File: src/rtl/jtcps1_snd_pkg.sv
// Shared constants for the CPS1 sound output stage.
//   SW    : sample width
//   GW    : gain register width
//   UNITY : gain value that passes the sample unchanged
//   GSH   : shift that normalises the gain product (UNITY = 2**GSH)
//   LAT   : cycles from sample_in to sample_out
package jtcps1_snd_pkg;
  localparam int             SW    = 16;
  localparam int             GW    = 8;
  localparam logic [GW-1:0]  UNITY = 8'd128;
  localparam int             GSH   = 7;
  localparam int             LAT   = 3;
endpackage

File: src/rtl/jtcps1_sndout_ch.sv
// One audio channel: DC blocker, gain multiply, output saturation.
// Ports:
//   clk, rst_n : clock, async active-low reset
//   st0..st2   : stage strobes (st0 = new input sample, st2 = output update)
//   x          : signed input sample
//   g          : current gain (captured with the sample, before its update)
//   dout       : signed output sample, held between updates
//   sat        : stage-3 value is out of range (valid when st2 is high)
module jtcps1_sndout_ch
  import jtcps1_snd_pkg::*;
#(
  parameter int DCSH = 10
) (
  input  logic                 clk,
  input  logic                 rst_n,
  input  logic                 st0,
  input  logic                 st1,
  input  logic                 st2,
  input  logic signed [SW-1:0] x,
  input  logic        [GW-1:0] g,
  output logic signed [SW-1:0] dout,
  output logic                 sat
);
  localparam int AW = SW + DCSH;
  localparam int PW = SW + GW + 2;
  localparam logic signed [AW-1:0] A_MAX = {1'b0, {(AW-1){1'b1}}};
  localparam logic signed [AW-1:0] A_MIN = {1'b1, {(AW-1){1'b0}}};
  localparam logic signed [SW-1:0] S_MAX = {1'b0, {(SW-1){1'b1}}};
  localparam logic signed [SW-1:0] S_MIN = {1'b1, {(SW-1){1'b0}}};

  logic signed [AW-1:0]     acc;
  logic signed [SW-1:0]     dc;
  logic signed [SW:0]       y;
  logic signed [AW:0]       acc_sum;
  logic signed [AW-1:0]     acc_nx;
  logic signed [SW:0]       y1;
  logic        [GW-1:0]     g1;
  logic signed [PW-1:0]     prod;
  logic signed [PW-GSH-1:0] scaled;
  logic                     unused_lsb;

  // The top SW bits of the accumulator are acc >>> DCSH.
  assign dc      = acc[AW-1:DCSH];
  assign y       = {x[SW-1], x} - {dc[SW-1], dc};
  assign acc_sum = {acc[AW-1], acc} + {{(AW-SW){y[SW]}}, y};

  always_comb begin
    acc_nx = acc_sum[AW-1:0];
    if (acc_sum[AW] != acc_sum[AW-1])
      acc_nx = acc_sum[AW] ? A_MIN : A_MAX;
  end

  assign scaled     = prod[PW-1:GSH];
  assign unused_lsb = ^prod[GSH-1:0];
  // Out of range when the bits above the 16-bit sign are not all copies of it.
  assign sat = (scaled[PW-GSH-1:SW-1] != '0) && (scaled[PW-GSH-1:SW-1] != '1);

  always_ff @(posedge clk or negedge rst_n) begin
    if (!rst_n) begin
      acc  <= '0;
      y1   <= '0;
      g1   <= '0;
      prod <= '0;
      dout <= '0;
    end else begin
      if (st0) begin
        acc <= acc_nx;
        y1  <= y;
        g1  <= g;
      end
      if (st1)
        prod <= y1 * $signed({1'b0, g1});
      if (st2) begin
        if (sat)
          dout <= scaled[PW-GSH-1] ? S_MIN : S_MAX;
        else
          dout <= scaled[SW-1:0];
      end
    end
  end
endmodule

File: src/rtl/jtcps1_sndout.sv
// CPS1 sound output stage: per-channel DC blocker and fade gain, shared
// mute ramp and stretched clip indicator.
// Ports:
//   clk, rst_n            : system clock, async active-low reset
//   mute                  : 1 fades to silence, 0 fades to unity
//   sample_in             : one-cycle strobe for left_in/right_in
//   left_in, right_in     : signed mixer samples
//   peak_in               : upstream overflow flag, sampled every cycle
//   left_out, right_out   : processed samples, held between strobes
//   sample_out            : one-cycle strobe, outputs updated this cycle
//   peak_led              : clip indicator held for HOLD output samples
module jtcps1_sndout
  import jtcps1_snd_pkg::*;
#(
  parameter int DCSH = 10,
  parameter int HOLD = 4096
) (
  input  logic                 clk,
  input  logic                 rst_n,
  input  logic                 mute,
  input  logic                 sample_in,
  input  logic signed [SW-1:0] left_in,
  input  logic signed [SW-1:0] right_in,
  input  logic                 peak_in,
  output logic signed [SW-1:0] left_out,
  output logic signed [SW-1:0] right_out,
  output logic                 sample_out,
  output logic                 peak_led
);
  localparam int            HW     = $clog2(HOLD + 1);
  localparam logic [HW-1:0] HOLD_V = HW'(HOLD);

  logic [GW-1:0]  g;
  logic [LAT-1:0] vld;
  logic [HW-1:0]  hold_cnt;
  logic           sat_l;
  logic           sat_r;
  logic           clip;

  always_ff @(posedge clk or negedge rst_n) begin
    if (!rst_n) begin
      g <= '0;
    end else if (sample_in) begin
      if (mute && g != '0)
        g <= g - GW'(1);
      else if (!mute && g < UNITY)
        g <= g + GW'(1);
    end
  end

  always_ff @(posedge clk or negedge rst_n) begin
    if (!rst_n)
      vld <= '0;
    else
      vld <= {vld[LAT-2:0], sample_in};
  end

  assign sample_out = vld[LAT-1];

  // vld[LAT-2] marks the edge that issues sample_out, so the LED and the
  // saturated sample appear together and each output sample ticks the hold.
  assign clip = peak_in | (vld[LAT-2] & (sat_l | sat_r));

  always_ff @(posedge clk or negedge rst_n) begin
    if (!rst_n)
      hold_cnt <= '0;
    else if (clip)
      hold_cnt <= HOLD_V;
    else if (vld[LAT-2] && hold_cnt != '0)
      hold_cnt <= hold_cnt - HW'(1);
  end

  assign peak_led = (hold_cnt != '0);

  jtcps1_sndout_ch #(.DCSH(DCSH)) u_left (
    .clk   (clk),
    .rst_n (rst_n),
    .st0   (sample_in),
    .st1   (vld[0]),
    .st2   (vld[1]),
    .x     (left_in),
    .g     (g),
    .dout  (left_out),
    .sat   (sat_l)
  );

  jtcps1_sndout_ch #(.DCSH(DCSH)) u_right (
    .clk   (clk),
    .rst_n (rst_n),
    .st0   (sample_in),
    .st1   (vld[0]),
    .st2   (vld[1]),
    .x     (right_in),
    .g     (g),
    .dout  (right_out),
    .sat   (sat_r)
  );
endmodule

File: config.mk
export PLATFORM = sky130hd
export DESIGN_NAME = jtcps1_sndout
export DESIGN_NICKNAME = d
export VERILOG_FILES = /design/src/rtl/jtcps1_snd_pkg.sv /design/src/rtl/jtcps1_sndout_ch.sv /design/src/rtl/jtcps1_sndout.sv
export SDC_FILE = /design/constraint.sdc
export NUM_CORES = 1
export LEC_CHECK = 0
export ABC_AREA = 1
export BUFFER_PORTS_ARGS = -buffer_cell sky130_fd_sc_hd__buf_2
export CORE_MARGIN = 2
export CORE_UTILIZATION = 60
export CTS_CLUSTER_SIZE = 40
export DETAILED_ROUTE_END_ITERATION = 6
export PLACE_DENSITY_LB_ADDON = 0.25
export SETUP_SLACK_MARGIN = 0.1
export SYNTH_ARGS = -nofsm -noshare
export SYNTH_HDL_FRONTEND = slang
export SYNTH_SLANG_ARGS = --single-unit
File: constraint.sdc
create_clock -name clk -period 6.4 [get_ports clk]
set_input_delay 0.32 -clock clk [delete_from_list [all_inputs] [get_ports clk]]
set_output_delay 0.32 -clock clk [all_outputs]
set_load 0.03 [all_outputs]
==> metrics.cfg <==
[worst_setup_path]
cp_cell_sequence = nand2_1 -> fa_1 -> inv_1 -> fa_1 -> fa_1 -> inv_1 -> fa_1 -> inv_1 -> ha_1 -> nand4_1 -> nor3_1 -> nand4_1 -> nand3_1 -> nand2_1 -> nand3_1 -> o21ai_0
cp-end-kind = flop
required_ns = 6.76
worstSetupPathType = reg -> reg
critPathMaxStageDelay_ns = 1.11
timing.rr.start = u_left.g1[2]$_DFFE_PN0P_
worst-path-buf-inv = 3
cp_top_family = adder cells
cp_max_fo = 31
slowest_stage = dfrtp_1
cp_common_cell = fa_1
startpoint = u_left.g1[2]$_DFFE_PN0P_
arrival_ns = 5.59
start_kind = flop

[timing]
fin_tns_setup_ns = 0
fmax_mhz = 191
period_share = 0.817
hold_violations = 0
final.min_clock_period_ns = 5.23
worstMarginPinSlew_ns = 1.15
finalSetupViolations = 0
skew_ns = 0.0116
rsz0062_at_grt = no
holdWs_ns = 0.112
slew_headroom = 0.231
slew_viol_final = 0

[job]
maxCapViolCount = 0

[placement]
place_congestion = 0.989
dp_cells = 3746
dpl.hpwl_um = 45500
port_buffers = 70

[synthesis]
yosys.cell_types.count = 41
yosysSeqAreaShare = 0.204
synth_nets = 3700
syn-cell-area_um2 = 23100
yosys_warnings = 0
async_flop_share = 1.00
synth-edff-count = 0
netlist_instances = 3254
yosys_most_used_dff = dfrtp_1
synth-seq-cells = 188
avgSynthCellArea_um2 = 7.09

[global_route]
grt.total_usage = 0.299
first_global_vias = 19959
gr-total-overflow = 0
grt_start_max_net_pins = 84
antenna_found_initial = 0
grt_pass1_wl_um = 95400

[clocking]
cts_root_buffer = clkbuf_16
cts_buffer_depth = 2
cts_tree = done
cts_resized = 0
numCtsBuffers = 17
ctsHtreeMaxLevel = 4
clkSinkCount = 188
clkTransAtPathRegs_ns = 0.08
clk_latency_ns = 0.49

[finish]
diodes = 0
fin_nets = 3701
final_cells = 3779
nFillCells = 3436
post-route-util = 0.643
area.growth.synth_to_final_pct = 5.30
drive_gt1_frac = 0.0471

[routing]
drt-total-wl_um = 56500
firstDrtPassIters = 5
ant_nets = 0
wl_per_cell_um = 15.0
routed_via_density = 5.31
dr.first_iter.drc_count = 1168
num_vias = 20051
drc = 0

[status]
status = completed

[floorplanning]
num_io_pins = 71
design.core.area_um2 = 37800
rows = 71
start_util = 0.611
die_area_um2 = 40000
die_w_um = 200
die_h_um = 200

[worst_hold_path]
worstHoldStart = peak_in
hp-class = in -> reg

==> worst register-to-register path, cell delays in order (launching register included) <==
cell and delay (ns):
dfrtp_1 1.11, nand2_1 0.16, fa_1 0.70, inv_1 0.10, fa_1 0.48, fa_1 0.55, inv_1 0.05, fa_1 0.47
inv_1 0.04, ha_1 0.40, nand4_1 0.16, nor3_1 0.25, nand4_1 0.22, nand3_1 0.15, nand2_1 0.06, nand3_1 0.10
o21ai_0 0.10
==> stage by stage <==
step,setup WS [ns],instance area (µm²)
after detailed placement,1.25,23700
after global routing,0.847,24300
final,1.17,24300
after floorplan,1.83,23100
after global placement,1.25,23700
after CTS,1.23,24300
==> cell usage in the layout, fill, tap and decap left out, types with 8 or more instances in the layout <==
master	instances
clkbuf_16	17
xor2_1	62
xnor2_1	33
dfrtp_1	188
nand2_1	928
o21ai_0	93
o21bai_1	22
nand3_1	129
nor3_1	24
and2_1	8
a31oi_1	12
nand4_1	24
or2_2	10
a21oi_1	194
buf_2	69
inv_1	692
ha_1	190
buf_4	17
nor2_1	242
fa_1	219
o21ai_1	9
==> cell type report <==
class	count	area [µm²]	share of cell area
clock buffer	17	425	0.0175
tap	511	639	0.0263
sequential	188	4700	0.194
timing repair buffer	88	497	0.0205
clock inverter	15	126	0.00521
inverter	694	2610	0.107
multi-input combinational	2266	15300	0.629
==> state kept, by name, indices dropped and copies added (netlist names) <==
| signal | flops |
|---|---|
| u_right.prod | 19 |
| u_right.dout | 16 |
| hold_cnt | 13 |
| u_left.g1 | 8 |
| u_left.dout | 16 |
| u_right.y1 | 17 |
| u_left.prod | 19 |
| u_left.y1 | 17 |
| g | 8 |
| u_left.acc | 26 |
| u_right.acc | 26 |
| vld | 3 |
==> cells in the mapped netlist, types with 2 or more instances <==
cell type / instances / share of area
nand2_1: 928 / 0.15
inv_1: 693 / 0.11
nor2_1: 242 / 0.039
fa_1: 219 / 0.19
a21oi_1: 194 / 0.042
ha_1: 190 / 0.10
dfrtp_1: 188 / 0.20
nand3_1: 129 / 0.028
o21ai_0: 93 / 0.020
clkbuf_1: 91 / 0.015
xor2_1: 62 / 0.024
xnor2_1: 33 / 0.013
nand4_1: 24 / 0.0065
nor3_1: 24 / 0.0052
o21bai_1: 22 / 0.0072
a31oi_1: 12 / 0.0033
or2_2: 10 / 0.0027
o21ai_1: 9 / 0.0020
and2_1: 8 / 0.0022
buf_6: 8 / 0.0039
a21boi_0: 7 / 0.0023
a21o_1: 7 / 0.0023
buf_2: 7 / 0.0015
nand2_2: 7 / 0.0019
nand3b_1: 7 / 0.0023
a211oi_1: 6 / 0.0020
o21a_1: 6 / 0.0020
a21oi_2: 3 / 0.0011
a21oi_4: 3 / 0.0021
nand3_2: 3 / 0.0013
nor3_2: 3 / 0.0013
nor4_1: 3 / 0.00081
o211ai_1: 3 / 0.00098
o31ai_1: 2 / 0.00065
o31ai_2: 2 / 0.0011
==> cells by family after synthesis <==
kind of cell               count (synthesis)  share of synthesized area
DFF                                      188                      0.204
adders and majority gates                409                      0.293
xor gates and xnor gates                  95                     0.0361
AOI/OAI and AO/OA                        371                     0.0899
buffers and inverters                    800                      0.133
and+or+nand+nor                         1391                      0.244
==> worst paths after layout <==
| kind | end | slack [ns] | depth (start not counted) |
|---|---|---|---|
| max | u_right.prod[23]$_DFFE_PN0P_ | 1.17 | 16 |
| min | hold_cnt[12]$_DFFE_PN0P_ | 0.11 | 3 |
| max reg2reg | u_right.prod[23]$_DFFE_PN0P_ | 1.17 | 16 |
| min reg2reg | u_left.dout[15]$_DFFE_PN0P_ | 0.47 | 2 |
| max in group asynchronous | u_right.dout[7]$_DFFE_PN0P_ | 4.77 | 3 |
| min in group asynchronous | hold_cnt[7]$_DFFE_PN0P_ | 0.35 | 2 |
==> metal layers <==
| layer | wire [µm] | track usage |
|---|---|---|
| met1 | 26500 | 0.408 |
| met2 | 26200 | 0.502 |
| met3 | 2620 | 0.0370 |
| met4 | 1140 | 0.0872 |
| met5 | 0 | 0 |
==> timing repair <==
item                                   4_1_cts  5_1_grt
setup buffers                                0        0
endpoints found under the hold margin       50        0
hold buffers                                 1        0
Power is not shown: default switching activity piles up to over one toggle a cycle in this logic, so the estimate is an artifact.
